--- config.mk ---
export PLATFORM = sky130hd
export DESIGN_NAME = minsec_display
export DESIGN_NICKNAME = d
export VERILOG_FILES = /design/src/rtl/minsec_display.sv
export SDC_FILE = /design/constraint.sdc
export NUM_CORES = 1
export LEC_CHECK = 0
export ABC_AREA = 0
export CORE_MARGIN = 5
export CORE_UTILIZATION = 50
export CTS_CLUSTER_DIAMETER = 60
export DETAILED_ROUTE_END_ITERATION = 7
export MAX_ROUTING_LAYER = met4
export PLACE_DENSITY = 0.79
export SKIP_LAST_GASP = 1
export SYNTH_ARGS = -nofsm -noshare
export SYNTH_HDL_FRONTEND = slang
export SYNTH_SLANG_ARGS = --single-unit
--- constraint.sdc ---
create_clock -name i_clk -period 4.4 [get_ports i_clk]
set_clock_uncertainty 0.05 [all_clocks]
set_input_delay 1.1 -clock i_clk [delete_from_list [all_inputs] [get_ports i_clk]]
set_output_delay 1.1 -clock i_clk [all_outputs]
set_load 0.1 [all_outputs]
--- src/rtl/minsec_display.sv ---
// rtl/minsec_display.sv - multiplexed MM.SS 7-segment driver with adjust-mode blinking.
module minsec_display #(
  parameter int BASE_CLK = 100_000_000,
  parameter int SCAN_HZ  = 1000,
  parameter int BLINK_HZ = 2
) (
  input  logic       i_clk,
  input  logic       i_rst,
  input  logic [5:0] MINUTES,
  input  logic [5:0] SECONDS,
  input  logic       ADJ,
  input  logic       SEL,
  output logic [6:0] SEG,
  output logic [3:0] AN,
  output logic       DP
);

  localparam int N  = BASE_CLK / SCAN_HZ;
  localparam int H  = BASE_CLK / (2 * BLINK_HZ);
  localparam int SW = (N > 1) ? $clog2(N) : 1;
  localparam int HW = (H > 1) ? $clog2(H) : 1;
  localparam logic [SW-1:0] SLOT_LAST  = SW'(N - 1);
  localparam logic [HW-1:0] BLINK_LAST = HW'(H - 1);
  localparam logic [6:0] SEG_OFF  = 7'b1111111;
  localparam logic [6:0] SEG_DASH = 7'b0111111;

  logic [SW-1:0] slot_q, slot_d;
  logic [1:0]    digit_q, digit_d;
  logic [5:0]    min_snap_q, min_snap_d;
  logic [5:0]    sec_snap_q, sec_snap_d;
  logic [HW-1:0] blink_cnt_q, blink_cnt_d;
  logic          blink_on_q, blink_on_d;
  logic [3:0]    an_q, an_d;
  logic [6:0]    seg_q, seg_d;
  logic          dp_q, dp_d;

  logic [5:0] pair_val;
  logic [5:0] digit_val;
  logic       blank;

  function automatic logic [6:0] seg7(input logic [5:0] v);
    case (v)
      6'd0:    seg7 = 7'b1000000;
      6'd1:    seg7 = 7'b1111001;
      6'd2:    seg7 = 7'b0100100;
      6'd3:    seg7 = 7'b0110000;
      6'd4:    seg7 = 7'b0011001;
      6'd5:    seg7 = 7'b0010010;
      6'd6:    seg7 = 7'b0000010;
      6'd7:    seg7 = 7'b1111000;
      6'd8:    seg7 = 7'b0000000;
      6'd9:    seg7 = 7'b0010000;
      default: seg7 = SEG_OFF;
    endcase
  endfunction

  always_comb begin
    slot_d      = slot_q;
    digit_d     = digit_q;
    min_snap_d  = min_snap_q;
    sec_snap_d  = sec_snap_q;
    blink_cnt_d = blink_cnt_q;
    blink_on_d  = blink_on_q;
    an_d        = 4'b1111;
    seg_d       = SEG_OFF;
    dp_d        = 1'b1;

    if (slot_q == SLOT_LAST) begin
      slot_d  = '0;
      digit_d = digit_q + 2'd1;
    end else begin
      slot_d = slot_q + 1'b1;
    end

    // One snapshot per full scan keeps all four digits consistent.
    if (slot_q == '0 && digit_q == 2'd0) begin
      min_snap_d = MINUTES;
      sec_snap_d = SECONDS;
    end

    if (!ADJ) begin
      blink_cnt_d = '0;
      blink_on_d  = 1'b1;
    end else if (blink_cnt_q == BLINK_LAST) begin
      blink_cnt_d = '0;
      blink_on_d  = ~blink_on_q;
    end else begin
      blink_cnt_d = blink_cnt_q + 1'b1;
    end

    pair_val  = digit_q[1] ? min_snap_q : sec_snap_q;
    digit_val = digit_q[0] ? (pair_val / 6'd10) : (pair_val % 6'd10);
    blank     = ADJ && !blink_on_q && (digit_q[1] == SEL);

    // Slot-cycle 0 stays dark so the anode switch never ghosts the previous digit.
    if (slot_q != '0) begin
      an_d[digit_q] = 1'b0;
      if (blank)
        seg_d = SEG_OFF;
      else if (pair_val >= 6'd60)
        seg_d = SEG_DASH;
      else
        seg_d = seg7(digit_val);
      dp_d = !(digit_q == 2'd2 && !blank);
    end
  end

  always_ff @(posedge i_clk or posedge i_rst) begin
    if (i_rst) begin
      slot_q      <= '0;
      digit_q     <= 2'd0;
      min_snap_q  <= 6'd0;
      sec_snap_q  <= 6'd0;
      blink_cnt_q <= '0;
      blink_on_q  <= 1'b1;
      an_q        <= 4'b1111;
      seg_q       <= SEG_OFF;
      dp_q        <= 1'b1;
    end else begin
      slot_q      <= slot_d;
      digit_q     <= digit_d;
      min_snap_q  <= min_snap_d;
      sec_snap_q  <= sec_snap_d;
      blink_cnt_q <= blink_cnt_d;
      blink_on_q  <= blink_on_d;
      an_q        <= an_d;
      seg_q       <= seg_d;
      dp_q        <= dp_d;
    end
  end

  assign AN  = an_q;
  assign SEG = seg_q;
  assign DP  = dp_q;

endmodule

==> qor.yml, run 1 <==
worstPathArrival_ns: 3.82
tightest_slew_ns: 0.978
setup.worst_path.start_class: "flop"
regArea_um2: 1740
insertedDiodeCount: 0
root_buffer: "clkbuf_8"
fmax_mhz: 277
die_x_um: 95.1
drc: 0
core_um2: 7140
swShare: 0.277
clock-sinks: 69
path_class: "reg -> reg"
clock_power_share: 0.420
insertion_delay_ns: 0.35
async_flop_share: 1.00
period_share: 0.821
clockBufferDepth: 2
ir_drop_uv: 232
syn-instance-count: 369
yosysWarningCount: 0
dp_cells: 487
cts_htree_levels: 3
die_h_um: 95.1
postCtsSetupBuffers: 0
hp-class: "reg -> reg"
switchingPower_w: 0.000449
required_ns: 4.61
synth_mux_area_frac: 0.0681
finalNonFillerCells: 503
die_area_um2: 9040
slew_headroom: 0.346
crit_path_end_kind: "flop"
grt_antenna_before_repair: 0
grt_max_degree: 34
yosysMostFrequentCell: "dfrtp_1"
avgRoutedWirePerCell_um: 14.4
drtAntennaViolNets: 0
final_layout_size_suffix_gt1_frac: 0.156
fin_crit_ns: 3.61
total_power_w: 0.00163
synth_top_family_by_area: "simple AND/OR/NAND/NOR gates"
powerDensity_nw_per_um2: 383
yosys.area_share.simple: 0.213
clkTransAtPathRegs_ns: 0.08
rsz0062_at_grt: "no"
drv_slew: 0
synth_ff_type: "dfrtp_1"
seqPwrFrac: 0.416
grt-ovfl-total: 0
grt_pass1_vias: 2647
cts_hold_buf: 0
yosysSeqAreaShare: 0.481
path_max_fanout: 13
cts-resized-gates: 0
synth_edf_count: 0
place_area_um2: 3980
rows: 31
nFillCells: 609
synth_top_area_frac: 0.387
ff2ff_setup_slack_ns: 0.79
portBuffers: 27
p_int_w: 0.00118
routed_wl_um: 7260
hold_viol: 0
combPwrFrac: 0.164
synth_area_leaders: "dfrtp_1 39%, dfstp_2 9.4%, mux2_2 4.7%"
r2r_start: "digit_q[1]$_DFFE_PP0N_"
status: "completed"
start_util: 0.507
setup_viol: 0
syn_nets: 394
final_area_um2: 4240
critPathCapture: "SEG[1]$_DFF_PP1_"
synth.largest_area_cell: "dfrtp_1"
fin_hold_ws_ns: 0.433
pin_count: 28
viasPerCell: 5.48
yosys-top-cells-count: "56 x dfrtp_1, 42 x nor2_1, 29 x nand2_1"
cts_tree: "built"
numCtsBuffers: 9
syn_area_um2: 3620
drt_iter0_markers: 185
synth.avg_cell_area_um2: 9.81
setup-tns-final_ns: 0
grt_use_total: 0.181
num_vias: 2756
critPathLaunch: "digit_q[1]$_DFFE_PP0N_"
place_congestion: 0.851
synthXorXnorAreaFrac: 0.0871
rr_endpoint: "SEG[1]$_DFF_PP1_"
grt_first_pass_wirelength_um: 12400
synth.distinct_cells: 46
post-dp-hpwl_um: 5050
p_leak_nw: 1.79
maxCapViolCount: 0
synthAdderAreaFrac: 0.0311
nNetsFinal: 424
synth_compound_area_frac: 0.0871
ys_seq_elements: 69
reg2regPathDepth: 13
multi_input_area_um2: 1760
area_growth_pct: 17.2
firstDrtPassIters: 4
==> registers in the layout, summed over array words and instances (netlist names) <==
name	flops
min_snap_q	6
DP	1
sec_snap_q	6
digit_q	2
AN	4
SEG	7
blink_cnt_q	25
blink_on_q	1
slot_q	17
==> per-layer routing <==
layer	vias to the layer above	share of wire	track usage	wire length, um
met4	0	0.030	0.0974	218
met1	1314	0.45	0.232	3290
li1	1349	-	-	-
met5	-	0	-	0
met2	74	0.47	0.269	3450
met3	19	0.041	0.0363	300
==> critical path: stages (launching register included) <==
cell and delay, ns:
dfrtp_1 0.69, mux2_2 0.46, inv_2 0.16, ha_1 0.30
nand2b_1 0.19, nand3_1 0.09, a31o_2 0.28, and2_1 0.18
o31ai_1 0.25, nand3_1 0.19, inv_2 0.18, ha_1 0.27
a21oi_1 0.15, o21ai_1 0.08
==> metrics by stage <==
step	setup slack, ns	utilization
final	0.786	0.595
after global routing	0.560	0.595
after CTS	0.854	0.595
after detailed placement	0.870	0.558
after global placement	1.05	0.558
after floorplan	1.43	-
==> layout make-up <==
class / count / share of cell area
Multi-Input combinational cell: 273 / 0.415
Clock buffer: 10 / 0.0301
Clock inverter: 6 / 0.0318
Sequential cell: 69 / 0.411
Timing Repair Buffer: 30 / 0.0690
Tap cell: 99 / 0.0292
Inverter: 16 / 0.0147
==> kinds of logic after synthesis <==
group	after synthesis
and+or+nand+nor	159
adders and majority gates	9
buffers and inverters	27
muxes	21
xor gates and xnor gates	36
AOI/OAI and AO/OA	48
DFF	69
==> cells in the final DEF (no fill, tap or decap), types with 2 or more instances in the layout <==
cell type / synthesis / final
nor2_1: 42 / 42
nand3_1: 27 / 27
nor4_1: 6 / 6
o21ai_0: 10 / 10
nand4_1: 8 / 8
a21oi_1: 10 / 10
o2111ai_1: 4 / 4
inv_2: 3 / 4
or2_2: 3 / 3
dfstp_2: 13 / 13
clkbuf_8: 0 / 9
xnor2_1: 17 / 17
nor3_1: 16 / 16
and3_1: 11 / 11
a211oi_2: 2 / 2
o21ai_1: 8 / 8
or3_1: 7 / 7
buf_4: 0 / 3
clkdlybuf4s50_1: 0 / 27
clkinvlp_4: 0 / 2
nor2b_1: 2 / 2
inv_1: 12 / 11
nand2b_1: 2 / 2
bufinv_16: 0 / 4
a211oi_1: 2 / 2
mux2_2: 15 / 15
dfrtp_1: 56 / 56
xor2_1: 19 / 19
mux2i_1: 4 / 4
o31ai_1: 3 / 3
ha_1: 9 / 9
and2_1: 2 / 2
nand2_1: 29 / 29
==> power groups by stage <==
stage | clock [W] | sequential (W) | combinational, W
2_1_floorplan | 0 | 0.000799 | 0.0000948
3_3_place_gp | 0 | 0.000687 | 0.000261
3_5_place_dp | 0 | 0.000688 | 0.000267
4_1_cts | 0.000697 | 0.000676 | 0.000268
5_1_grt | 0.000720 | 0.000679 | 0.000283
6_report | 0.000682 | 0.000676 | 0.000267
==> worst min path at each step <==
stage | startpoint | to | slack [ns] | depth (start not counted)
3_5_place_dp | blink_cnt_q[0]$_DFF_PP0_ | blink_cnt_q[0]$_DFF_PP0_ | 0.43 | 1
3_3_place_gp | blink_cnt_q[0]$_DFF_PP0_ | blink_cnt_q[0]$_DFF_PP0_ | 0.42 | 1
4_1_cts | slot_q[0]$_DFF_PP0_ | slot_q[0]$_DFF_PP0_ | 0.44 | 1
2_1_floorplan | blink_cnt_q[0]$_DFF_PP0_ | blink_cnt_q[0]$_DFF_PP0_ | 0.40 | 1
5_1_grt | blink_cnt_q[0]$_DFF_PP0_ | blink_cnt_q[0]$_DFF_PP0_ | 0.46 | 1
6_report | blink_cnt_q[0]$_DFF_PP0_ | blink_cnt_q[0]$_DFF_PP0_ | 0.43 | 1
Note: power is estimated with default switching activity, not from simulation.
==> run 2, diff against run 1 <==
- PLACE_DENSITY: 0.79 -> 0.82
- clock period: 4.4 -> 3.3 ns (I/O delays scaled with it)
==> qor.yml, run 2 (same netlist as run 1, synthesis figures left out) <==
cts_htree_levels: 3  # unchanged
grt_pass1_vias: 2685  # +1.4%
cp_slowest_stage_delay_ns: 0.43  # -0.26 ns
setup_viol: 0  # unchanged
path_max_fanout: 9  # -4
nNetsFinal: 427  # +0.71%
total_power_w: 0.00202  # +24%
largest_register: "blink_cnt_q"
portBuffers: 27  # unchanged
area_growth_pct: 16.6
hp-class: "reg -> reg"
multi_input_area_um2: 1770  # +0.50%
required_ns: 3.51  # -1.10 ns
clock-sinks: 69  # unchanged
numCtsBuffers: 9  # unchanged
viasPerCell: 5.44  # -0.74%
clkTransAtPathRegs_ns: 0.07  # about the same
start_util: 0.507  # unchanged
final_area_um2: 4220  # -0.56%
core_um2: 7140  # unchanged
setup-tns-final_ns: 0  # unchanged
place_area_um2: 3970  # -0.25%
rsz0062_at_grt: "no"
final_cell_mix: "55 x dfrtp_1, 42 x nor2_1, 29 x nand2_1"
slew_headroom: 0.407  # +0.0610
swShare: 0.292  # +0.0155
crit_slowest_cell: "a2111oi_1"
nFillCells: 629  # +3.3%
hold_viol: 0  # unchanged
firstDrtPassIters: 4  # unchanged
crit_path_end_kind: "flop"
largest_reg_flops: 25  # unchanged
powerDensity_nw_per_um2: 479  # +25%
p_leak_nw: 1.80  # +0.76%
drc: 0  # unchanged
cts_hold_buf: 0  # unchanged
fin_crit_ns: 3.15  # -0.462 ns
die_h_um: 95.1  # unchanged
root_buffer: "clkbuf_8"
regArea_um2: 1740  # about the same
fmax_mhz: 317  # +15%
avgRoutedWirePerCell_um: 13.8  # -4.3%
die_area_um2: 9040  # unchanged
grt-ovfl-total: 0  # unchanged
switchingPower_w: 0.000591  # +31%
status: "completed"
clockBufferDepth: 2  # unchanged
rows: 31  # unchanged
drt_iter0_markers: 155  # -16%
post-dp-hpwl_um: 4920  # -2.5%
crit_family: "compound AO/OA/AOI/OAI gates"
setup.worst_path.start_class: "flop"
seqPwrFrac: 0.445  # +0.029
insertedDiodeCount: 0  # unchanged
grt_first_pass_wirelength_um: 12300  # -0.73%
drv_slew: 0  # unchanged
drtAntennaViolNets: 0  # unchanged
routed_wl_um: 6990  # -3.7%
period_share: 0.955  # +0.134
cts_tree: "built"
worst-path-buf-inv: 2  # unchanged
die_x_um: 95.1  # unchanged
path_class: "reg -> reg"
clock_power_share: 0.379  # -0.041
insertion_delay_ns: 0.35  # about the same
grt_antenna_before_repair: 0  # unchanged
grt_use_total: 0.179  # -0.00227
worstPathArrival_ns: 3.36  # -0.46 ns
pin_count: 28  # unchanged
cp_cell_sequence: "mux2_2, inv_2, ha_2, nand2b_1, nand3_1, a31o_2, a2111oi_1, a211o_2, inv_2, ha_1, a21oi_1, o21ai_1"
final_layout_size_suffix_gt1_frac: 0.201  # +0.0455
ir_drop_uv: 247  # +6.5%
p_int_w: 0.00143  # +22%
num_vias: 2752  # -0.15%
crit_top_cell: "inv_2"
final_common_cell: "dfrtp_1"
ff2ff_setup_slack_ns: 0.15  # -0.64 ns
place_congestion: 0.861  # +1.2%
combPwrFrac: 0.175  # +0.011
maxCapViolCount: 0  # unchanged
grt_max_degree: 46  # +35%
tightest_slew_ns: 0.889  # -0.0884 ns
==> run 2: changes by cell type in the layout (fill, tap and decap cells not counted), sizes merged <==
cell	delta
bufinv	-2
clkdlybuf4s50	-12
clkinv	+3
clkinvlp	-1
buf	+15
==> run 2: final cells by class <==
type,count,share of cell area
clock buffer,10,0.0326
inverter,16,0.0148
clock inverter,6,0.0205
sequential,69,0.413
tap,99,0.0294
multi-input combinational,273,0.419
timing repair buffer,33,0.0706
==> run 2: power by group through the flow <==
stage / registers, W / logic (W) / clock network [W]
after floorplan: 0.00107 / 0.000126 / 0
after global placement: 0.000917 / 0.000344 / 0
after detailed placement: 0.000917 / 0.000349 / 0
after CTS: 0.000901 / 0.000351 / 0.000787
after global routing: 0.000905 / 0.000378 / 0.000824
final: 0.000901 / 0.000355 / 0.000767
==> run 2: metrics by stage <==
step,cells,hold slack (ns),worst slack [ns],utilization
5_1_grt,506,0.450,0.0401,0.591
4_1_cts,504,0.437,0.0253,0.588
3_5_place_dp,488,0.428,-0.0235,0.556
2_1_floorplan,369,0.397,0.328,-
3_3_place_gp,488,0.418,0.174,0.556
6_report,506,0.435,0.148,0.591
==> run 2: layer usage <==
layer	routed length, um	track usage	up-vias	share of wire
li1	-	-	1356	-
met1	3300	0.231	1310	0.47
met2	3220	0.269	70	0.46
met3	349	0.0481	16	0.050
met4	125	0.0673	0	0.018
met5	0	-	-	0
==> run 2: final timing paths <==
check,startpoint,end,cells past startpoint
max in group asynchronous,i_rst,AN[3]$_DFF_PP1_,3
setup reg to reg,digit_q[1]$_DFFE_PP0N_,SEG[1]$_DFF_PP1_,12
hold reg to reg,blink_cnt_q[0]$_DFF_PP0_,blink_cnt_q[0]$_DFF_PP0_,1
min in group asynchronous,i_rst,blink_cnt_q[4]$_DFF_PP0_,2
hold / removal,blink_cnt_q[0]$_DFF_PP0_,blink_cnt_q[0]$_DFF_PP0_,1
setup / recovery,digit_q[1]$_DFFE_PP0N_,SEG[1]$_DFF_PP1_,12
==> run 2: what timing repair did <==
action | 4_1_cts | 5_1_grt
resized for setup | 1 | 3
pin swaps | 0 | 1
hold endpoints to repair | 0 | 0
setup endpoints to repair | 2 | 5
buffers inserted | 0 | 2
==> run 3, diff against run 2 <==
- CTS_CLUSTER_DIAMETER: 60 -> not set
- REMOVE_ABC_BUFFERS: not set -> 1
==> qor.yml, run 3 (same netlist as run 1, synthesis figures left out) <==
path_max_fanout: 9  # unchanged
hold_viol: 0  # unchanged
reg2regPathDepth: 13  # +1
grt-ovfl-total: 0  # unchanged
drtAntennaViolNets: 0  # unchanged
clock-sinks: 69  # unchanged
grt_first_pass_wirelength_um: 12300  # about the same
grt_use_total: 0.178  # -0.000408
hp-class: "reg -> reg"
rr_endpoint: "SEG[3]$_DFF_PP1_"
place_area_um2: 4000  # +0.63%
insertedDiodeCount: 0  # unchanged
clockBufferDepth: 2  # unchanged
critPathCapture: "SEG[3]$_DFF_PP1_"
numCtsBuffers: 9  # unchanged
met2_usage: 0.264  # -0.00583
setup_viol: 0  # unchanged
busiest_layer: "met2"
final_cell_mix: "56 x dfrtp_1, 42 x nor2_1, 29 x nand2_1"
clkTransAtPathRegs_ns: 0.07  # about the same
pin_count: 28  # unchanged
crit_path_end_kind: "flop"
cts_hold_buf: 0  # unchanged
viasPerCell: 5.39  # -0.82%
routed_wl_um: 6860  # -1.8%
root_buffer: "clkbuf_8"
final_area_um2: 4280  # +1.3%
grt_pass1_vias: 2713  # +1.0%
p_leak_nw: 1.84  # +1.9%
grt_antenna_before_repair: 0  # unchanged
period_share: 0.945  # -0.0105
grtUsageMet3: 0.0600  # +0.0118
powerDensity_nw_per_um2: 496  # +3.4%
cts_htree_levels: 3  # unchanged
slew_headroom: 0.685  # +0.277
die_h_um: 95.1  # unchanged
die_area_um2: 9040  # unchanged
die_x_um: 95.1  # unchanged
nNetsFinal: 431  # +0.94%
fmax_mhz: 321  # +1.1%
critPathLaunch: "digit_q[1]$_DFFE_PP0N_"
ff2ff_setup_slack_ns: 0.18  # +0.03 ns
ir_drop_uv: 248  # +0.27%
status: "completed"
worstPathArrival_ns: 3.32  # -0.04 ns
final_util: 0.599  # +0.00771
tightest_slew_ns: 0.460  # -0.429 ns
num_vias: 2751  # -0.036%
firstDrtPassIters: 4  # unchanged
start_util: 0.507  # unchanged
fin_crit_ns: 3.12  # -0.0347 ns
path_class: "reg -> reg"
final_layout_size_suffix_gt1_frac: 0.207  # +0.00534
largest_register: "blink_cnt_q"
drc: 0  # unchanged
largest_reg_flops: 25  # unchanged
setup.worst_path.start_class: "flop"
area_growth_pct: 18.1
grtUsageMet1: 0.233  # +0.00231
maxCapViolCount: 0  # unchanged
post-dp-hpwl_um: 4930  # +0.16%
rows: 31  # unchanged
place_congestion: 0.875  # +1.6%
core_um2: 7140  # unchanged
insertion_delay_ns: 0.35  # about the same
drt_iter0_markers: 157  # +1.3%
drv_slew: 0  # unchanged
final_common_cell: "dfrtp_1"
rsz0062_at_grt: "no"
r2r_start: "digit_q[1]$_DFFE_PP0N_"
cts_tree: "built"
required_ns: 3.50  # about the same
fin_hold_ws_ns: 0.435  # +0.000325 ns
portBuffers: 27  # unchanged
avgRoutedWirePerCell_um: 13.5  # -2.6%
setup-tns-final_ns: 0  # unchanged
grt_max_degree: 32  # -30%
## run 3: cell types whose count changed in the layout (fill, tap and decap cells not counted), sizes merged
cell    change
buf         +4
clkinv      -2
bufinv      +1
clkbuf      +1
## run 3: through the flow
step / total power [W] / worst slack (ns) / cells
CTS: 0.00213 / 0.0858 / 509
floorplan: 0.00119 / 0.130 / 358
global placement: 0.00126 / 0.216 / 493
finish: 0.00212 / 0.183 / 510
detailed placement: 0.00127 / 0.118 / 493
global route: 0.00221 / 0.0105 / 510
## run 3: worst max-delay path, cell delays in order (launching register included)
cell	delay (ns)
dfrtp_1	0.42
mux2_2	0.43
inv_4	0.13
ha_1	0.30
nand2b_1	0.14
nand3_1	0.09
a31o_2	0.28
nand2_1	0.11
o2111ai_1	0.17
nand3_1	0.18
inv_2	0.06
buf_4	0.15
or3_1	0.38
o2111ai_1	0.13
## run 3: what timing repair did
action                                  CTS  global route
endpoints found under the setup margin    0             5
buffers inserted                          0             1
resized for setup                         0             4
## run 3: worst min path at each step
| stage | from | slack (ns) | depth (start not counted) | endpoint |
|---|---|---|---|---|
| final | slot_q[0]$_DFF_PP0_ | 0.43 | 1 | slot_q[0]$_DFF_PP0_ |
| after global routing | slot_q[0]$_DFF_PP0_ | 0.46 | 1 | slot_q[0]$_DFF_PP0_ |
| after CTS | slot_q[0]$_DFF_PP0_ | 0.44 | 1 | slot_q[0]$_DFF_PP0_ |
| after detailed placement | slot_q[0]$_DFF_PP0_ | 0.43 | 1 | slot_q[0]$_DFF_PP0_ |
| after global placement | blink_cnt_q[0]$_DFF_PP0_ | 0.41 | 1 | blink_cnt_q[0]$_DFF_PP0_ |
| after floorplan | blink_cnt_q[0]$_DFF_PP0_ | 0.40 | 1 | blink_cnt_q[0]$_DFF_PP0_ |
## run 3: layer usage
layer  wire length (um)  vias up
li1                   -     1367
met1               3210     1302
met2               3210       76
met3                378        6
met4                 61        0
met5                  0        -
## run 3: where the power goes
group,switching [W],internal (W)
clock,0.000319,0.000544
combinational,0.000256,0.0000994
sequential,0.0000125,0.000888
total,0.000587,0.00153
## run 3: layout make-up
cell class / instances / area (um^2)
clock buffers: 11 / 151
clock inverters: 5 / 106
fillers: 602 / 2860
inverters: 16 / 65.1
multi-input cells: 273 / 1770
flip-flops and latches: 69 / 1740
well taps: 99 / 124
repair buffers: 37 / 315
